File: src/rtl/dvp_capture_pack.sv
// DVP camera capture front-end: drops warm-up frames, gates capture on frame
// boundaries, packs sensor beats into pixels and tags them with X/Y and markers.
module dvp_capture_pack #(
    parameter int DATA_W         = 8,
    parameter int BYTES_PER_PIX  = 2,
    parameter int SKIP_FRAMES    = 10,
    parameter int CNT_W          = 12,
    parameter int VSYNC_ACT_HIGH = 1
) (
    input  logic                            PCLK,
    input  logic                            Rst,
    input  logic                            Vsync,
    input  logic                            Href,
    input  logic [DATA_W-1:0]               Data,
    input  logic                            Send_En,
    output logic [DATA_W*BYTES_PER_PIX-1:0] Pix_Data,
    output logic                            Pix_Valid,
    output logic                            Pix_Sof,
    output logic [CNT_W-1:0]                Pix_X,
    output logic [CNT_W-1:0]                Pix_Y,
    output logic                            Line_Done,
    output logic [CNT_W-1:0]                Line_Len,
    output logic                            Frame_Done,
    output logic [CNT_W-1:0]                Frame_Lines,
    output logic                            Err_Partial,
    output logic                            Capturing,
    output logic                            Cam_Rst_n,
    output logic                            Cam_Pwdn
);

    localparam int              PIX_W     = DATA_W * BYTES_PER_PIX;
    localparam int              PH_W      = 2;
    localparam logic [PH_W-1:0] LAST_PH   = PH_W'(BYTES_PER_PIX - 1);
    localparam logic [7:0]      SKIP      = 8'(SKIP_FRAMES);
    localparam logic [CNT_W-1:0] CNT_ONE  = CNT_W'(1);
    // Vsync level that marks the active (non-blanking) part of a frame
    localparam logic            VS_ACTIVE = (VSYNC_ACT_HIGH != 0) ? 1'b0 : 1'b1;

    typedef enum logic [1:0] {
        IDLE   = 2'd0,
        ARMED  = 2'd1,
        ACTIVE = 2'd2
    } state_t;

    state_t state_reg, state_next;

    logic              s1_vsync_reg, s2_vsync_reg;
    logic              s1_href_reg, s2_href_reg;
    logic [DATA_W-1:0] s1_data_reg;

    logic       vs_act_s1, vs_act_s2;
    logic       sof, eof, href_fall;
    logic [7:0] skip_cnt_reg;
    logic       warm;
    logic       is_active, byte_take, pix_done;

    logic [PH_W-1:0]  phase_reg;
    logic [CNT_W-1:0] x_reg, y_reg;
    logic             first_pix_reg;
    logic             err_reg;
    logic [PIX_W-1:0] pix_word;

    logic             pk_valid_reg;
    logic [PIX_W-1:0] pk_data_reg;
    logic             pk_sof_reg;
    logic [CNT_W-1:0] pk_x_reg, pk_y_reg;
    logic             pk_line_done_reg;
    logic [CNT_W-1:0] pk_line_len_reg;
    logic             pk_frame_done_reg;
    logic [CNT_W-1:0] pk_frame_lines_reg;

    assign Cam_Rst_n = 1'b1;
    assign Cam_Pwdn  = 1'b0;
    assign Capturing = (state_reg == ACTIVE);

    // Sync regs reset to the active Vsync level so a reset inside a frame
    // cannot fabricate a frame start on the first cycle afterwards.
    always_ff @(posedge PCLK) begin
        if (Rst) begin
            s1_vsync_reg <= VS_ACTIVE;
            s2_vsync_reg <= VS_ACTIVE;
            s1_href_reg  <= 1'b0;
            s2_href_reg  <= 1'b0;
            s1_data_reg  <= '0;
        end else begin
            s1_vsync_reg <= Vsync;
            s2_vsync_reg <= s1_vsync_reg;
            s1_href_reg  <= Href;
            s2_href_reg  <= s1_href_reg;
            s1_data_reg  <= Data;
        end
    end

    assign vs_act_s1 = (s1_vsync_reg == VS_ACTIVE);
    assign vs_act_s2 = (s2_vsync_reg == VS_ACTIVE);
    assign sof       = vs_act_s1 & ~vs_act_s2;
    assign eof       = ~vs_act_s1 & vs_act_s2;
    assign href_fall = s2_href_reg & ~s1_href_reg;

    always_ff @(posedge PCLK) begin
        if (Rst) begin
            skip_cnt_reg <= '0;
        end else if (sof && (skip_cnt_reg != SKIP)) begin
            skip_cnt_reg <= skip_cnt_reg + 8'd1;
        end
    end

    assign warm = (skip_cnt_reg == SKIP);

    always_ff @(posedge PCLK) begin
        if (Rst) begin
            state_reg <= IDLE;
        end else begin
            state_reg <= state_next;
        end
    end

    always_comb begin
        state_next = state_reg;
        case (state_reg)
            IDLE: begin
                if (Send_En && warm) begin
                    state_next = ARMED;
                end
            end
            ARMED: begin
                if (!Send_En) begin
                    state_next = IDLE;
                end else if (sof) begin
                    state_next = ACTIVE;
                end
            end
            ACTIVE: begin
                if (eof && !Send_En) begin
                    state_next = IDLE;
                end
            end
            default: state_next = IDLE;
        endcase
    end

    assign is_active = (state_reg == ACTIVE);
    assign byte_take = is_active & s1_href_reg;
    assign pix_done  = byte_take & (phase_reg == LAST_PH);

    // One lane per beat, first beat in the MSBs; the final beat is taken
    // straight from s1 so the pixel is complete on the cycle it arrives.
    for (genvar gi = 0; gi < BYTES_PER_PIX; gi++) begin : g_lane
        if (gi < BYTES_PER_PIX - 1) begin : g_held
            logic [DATA_W-1:0] lane_reg;
            always_ff @(posedge PCLK) begin
                if (Rst) begin
                    lane_reg <= '0;
                end else if (byte_take && (phase_reg == PH_W'(gi))) begin
                    lane_reg <= s1_data_reg;
                end
            end
            assign pix_word[PIX_W-1-gi*DATA_W -: DATA_W] = lane_reg;
        end else begin : g_last
            assign pix_word[DATA_W-1:0] = s1_data_reg;
        end
    end

    always_ff @(posedge PCLK) begin
        if (Rst) begin
            phase_reg          <= '0;
            x_reg              <= '0;
            y_reg              <= '0;
            first_pix_reg      <= 1'b0;
            err_reg            <= 1'b0;
            pk_valid_reg       <= 1'b0;
            pk_data_reg        <= '0;
            pk_sof_reg         <= 1'b0;
            pk_x_reg           <= '0;
            pk_y_reg           <= '0;
            pk_line_done_reg   <= 1'b0;
            pk_line_len_reg    <= '0;
            pk_frame_done_reg  <= 1'b0;
            pk_frame_lines_reg <= '0;
        end else begin
            pk_valid_reg      <= 1'b0;
            pk_line_done_reg  <= 1'b0;
            pk_frame_done_reg <= 1'b0;
            if (sof) begin
                phase_reg     <= '0;
                x_reg         <= '0;
                y_reg         <= '0;
                first_pix_reg <= 1'b1;
            end else if (is_active) begin
                if (pix_done) begin
                    phase_reg     <= '0;
                    pk_valid_reg  <= 1'b1;
                    pk_data_reg   <= pix_word;
                    pk_sof_reg    <= first_pix_reg;
                    pk_x_reg      <= x_reg;
                    pk_y_reg      <= y_reg;
                    first_pix_reg <= 1'b0;
                    x_reg         <= x_reg + CNT_ONE;
                end else if (byte_take) begin
                    phase_reg <= phase_reg + PH_W'(1);
                end else if (href_fall) begin
                    pk_line_done_reg <= 1'b1;
                    pk_line_len_reg  <= x_reg;
                    x_reg            <= '0;
                    y_reg            <= y_reg + CNT_ONE;
                    phase_reg        <= '0;
                    if (phase_reg != '0) begin
                        err_reg <= 1'b1;
                    end
                end
                if (eof) begin
                    pk_frame_done_reg  <= 1'b1;
                    pk_frame_lines_reg <= href_fall ? (y_reg + CNT_ONE) : y_reg;
                end
            end
        end
    end

    // Output register: gives the two-edge latency from sampling to strobe.
    always_ff @(posedge PCLK) begin
        if (Rst) begin
            Pix_Data    <= '0;
            Pix_Valid   <= 1'b0;
            Pix_Sof     <= 1'b0;
            Pix_X       <= '0;
            Pix_Y       <= '0;
            Line_Done   <= 1'b0;
            Line_Len    <= '0;
            Frame_Done  <= 1'b0;
            Frame_Lines <= '0;
            Err_Partial <= 1'b0;
        end else begin
            Pix_Valid   <= pk_valid_reg;
            Pix_Sof     <= pk_valid_reg & pk_sof_reg;
            Line_Done   <= pk_line_done_reg;
            Frame_Done  <= pk_frame_done_reg;
            Err_Partial <= err_reg;
            if (pk_valid_reg) begin
                Pix_Data <= pk_data_reg;
                Pix_X    <= pk_x_reg;
                Pix_Y    <= pk_y_reg;
            end
            if (pk_line_done_reg) begin
                Line_Len <= pk_line_len_reg;
            end
            if (pk_frame_done_reg) begin
                Frame_Lines <= pk_frame_lines_reg;
            end
        end
    end

endmodule
File: config.mk
export PLATFORM = sky130hd
export DESIGN_NAME = dvp_capture_pack
export DESIGN_NICKNAME = d
export VERILOG_FILES = /design/src/rtl/dvp_capture_pack.sv
export SDC_FILE = /design/constraint.sdc
export NUM_CORES = 1
export LEC_CHECK = 0
export BUFFER_PORTS_ARGS = -buffer_cell sky130_fd_sc_hd__buf_4
export CORE_AREA = 5 5 121 123
export DETAILED_ROUTE_END_ITERATION = 10
export DIE_AREA = 0 0 126 128
export GPL_TIMING_DRIVEN = 0
export MAX_ROUTING_LAYER = met4
export PLACE_DENSITY = 0.74
export SYNTH_ARGS = -nofsm -noshare
export SYNTH_HDL_FRONTEND = slang
export SYNTH_SLANG_ARGS = --single-unit
export TNS_END_PERCENT = 20
File: constraint.sdc
create_clock -name PCLK -period 3.8 [get_ports PCLK]
set_clock_uncertainty 0.05 [all_clocks]
set_input_delay 0.19 -clock PCLK [delete_from_list [all_inputs] [get_ports PCLK]]
set_output_delay 0.19 -clock PCLK [all_outputs]
set_load 0.02 [all_outputs]
==> metrics.yaml <==
grt:
  overflow: 0
  grt_usage_pct: 21.7
  grt_first_pass_wirelength_um: 27400
  first_global_vias: 5407
  grt_max_degree: 17
  grt_antenna_before_repair: 0
synthesis:
  syn_area_um2: 7170
  synth_warnings: 0
  netlist_top_cells_area: "dfxtp_1 54%, mux2i_1 9.4%, nor2_1 5.9%"
  synth.yosys.seq_area_share_pct: 54.5
  ys_ff_latch: 195
  synth_common_cells: "195 x dfxtp_1, 113 x nor2_1, 67 x mux2i_1, 54 x nand2_1, 40 x a22o_1"
  synth_area_leader_cell: "dfxtp_1"
  synth-async-reset-ratio_pct: 0
  ys_types: 52
  synth_flop_cell: "dfxtp_1"
  avgSynthCellArea_um2: 9.94
  synth_top_area_share_pct: 54.5
  synth_most_common_cell: "dfxtp_1"
  synth.net_count: 740
  synth-edff-count: 0
  postSynthCellCount: 721
run_status:
  status: "finished clean"
route:
  wl_per_cell_um: 16.1
  drtIter0Drc: 491
  ant_nets: 0
  totalWireLength_um: 16500
  drc: 0
  firstDrtPassIters: 5
  via_per_inst: 5.35
  num_vias: 5479
finish:
  fill_cells: 1098
  nNetsFinal: 851
  area_growth_pct: 20.4
  drive_above_1_share_pct: 17.5
  antennaDiodeCount: 0
  fin_util_pct: 63.7
  design_area_um2: 8630
cts:
  cts_tree: "built"
  path_clk_slew_ns: 0.07
  clk_latency_ns: 0.43
  cts_buffers: 17
  cts-root-buf: "clkbuf_16"
  cts.sinks: 195
  cts_setup_buffers: 0
  clockBufferDepth: 2
  h-tree-depth: 4
timing:
  rsz0062_at_grt: "no"
  timing.hold.ws_ns: 0.0433
  tightest_slew_ns: 0.789
  period_minus_slack_ns: 1.95
  max_slew_margin_pct: 47.4
  hold_viol: 0
  finalSetupViolCount: 0
  finalCritPeriodShare_pct: 51.4
  final_max_slew_viol_count: 0
  fmax_mhz: 512
  fin_setup_tns_ns: 0
worst_setup_path:
  max_stage_delay_ns: 0.48
  critPathMaxFanout: 10
  cp.arrival_ns: 1.71
  required_ns: 3.56
  start_kind: "flop"
  worstSetupEndpointType: "output pin"
  crit_chain: "nand2b_1 > buf_2 > inv_2 > buf_4"
  critPathKind: "flop to output pin"
  cp_slowest_cell: "dfxtp_1"
job:
  drv_cap: 0
power:
  ir_worst_vdd_v: 0.000322
  p_per_area_nw_per_um2: 433
  total_power_w: 0.00374
  cellLeakagePower_nw: 3.26
floorplanning:
  die_area_um2: 16100
  fp.dieH_um: 128
  rows: 43
  ioPinCount: 85
  die_width_um: 126
  core-area_um2: 13600
  initial_core_util_pct: 52.9
placed_design:
  port_buffers: 82
  place_hpwl_um: 11700
  place.gp.congestion: 0.879
  place_area_um2: 8010
worst_hold_path:
  hold_class: "primary input to flop"
[cells by family (layout without fill, tap and decap cells)]
group / after synthesis / in the layout / share of synthesized area [%]
AO/OA/AOI/OAI: 99 / 99 / 9.88
XOR/XNOR: 32 / 32 / 3.91
adder cells (fa/ha/maj): 6 / 6 / 1.05
buffers and inverters: 60 / 183 / 3.79
flip-flops: 195 / 195 / 54.5
multiplexers: 67 / 67 / 9.35
other: 2 / 2 / 0.105
AND/OR/NAND/NOR: 260 / 260 / 17.5
[repair_timing]
| action | in CTS | in global routing |
|---|---|---|
| gates resized for setup | 0 | 0 |
| hold endpoints to repair | 11 | 0 |
| setup endpoints to repair | 0 | 0 |
| hold buffers | 10 | 0 |
[cell type report]
class,instances,area (µm²),area share (%)
plain buffers,51,238,2.75
clock buffers,22,464,5.38
clock inverters,9,57.6,0.667
inverters,9,33.8,0.391
multi-input cells,466,2990,34.7
flip-flops and latches,195,3900,45.2
well taps,180,225,2.61
repair buffers,92,716,8.29
[worst paths after layout]
kind              cells past startpoint  slack, ns                         start                      endpoint
hold reg to reg                       2       0.41  g_lane[0].g_held.lane_reg[0]  g_lane[0].g_held.lane_reg[0]
setup reg to reg                      5       1.90                  state_reg[1]                pk_data_reg[3]
setup / recovery                      4       1.85                  state_reg[0]                     Capturing
hold / removal                        2       0.04                       Data[6]                s1_data_reg[6]
[cells in the final DEF, fill, tap and decap left out, types with 17 or more instances in the layout]
cell type and instances:
dfxtp_1 195, buf_4 84, nand2_1 54, a22o_1 40
mux2i_1 67, nor2b_1 18, clkbuf_1 22, buf_2 24
clkbuf_16 17, a21oi_1 29, xnor2_1 20, nor2_1 113
[power breakdown]
part            total, W  internal, W  switching [W]
Sequential       0.00206      0.00205     0.00000732
Combinational  0.0000902    0.0000312      0.0000591
Clock            0.00159     0.000865       0.000728
Total            0.00374      0.00295       0.000795
[worst max-delay path: cells and delay by family, from the launching register on]
family / cells / cell delay, ns
buf+inv: 3 / 0.63
flops: 1 / 0.48
simple gates: 1 / 0.18
[metal layers]
| metal | share of wire, % | track usage [%] | wire (µm) |
|---|---|---|---|
| met1 | 47 | 28.3 | 7790 |
| met2 | 47 | 33.9 | 7770 |
| met3 | 4.8 | 5.08 | 786 |
| met4 | 1.1 | 6.62 | 187 |
| met5 | 0 | - | 0 |
[stage by stage]
stage | setup WS (ns) | std cells
after CTS | 1.85 | 1024
final | 1.85 | 1024
after global routing | 1.75 | 1024
after floorplan | 2.18 | 721
after detailed placement | 1.81 | 983
after global placement | 1.88 | 983
Note: power is estimated with default switching activity, not from simulation.
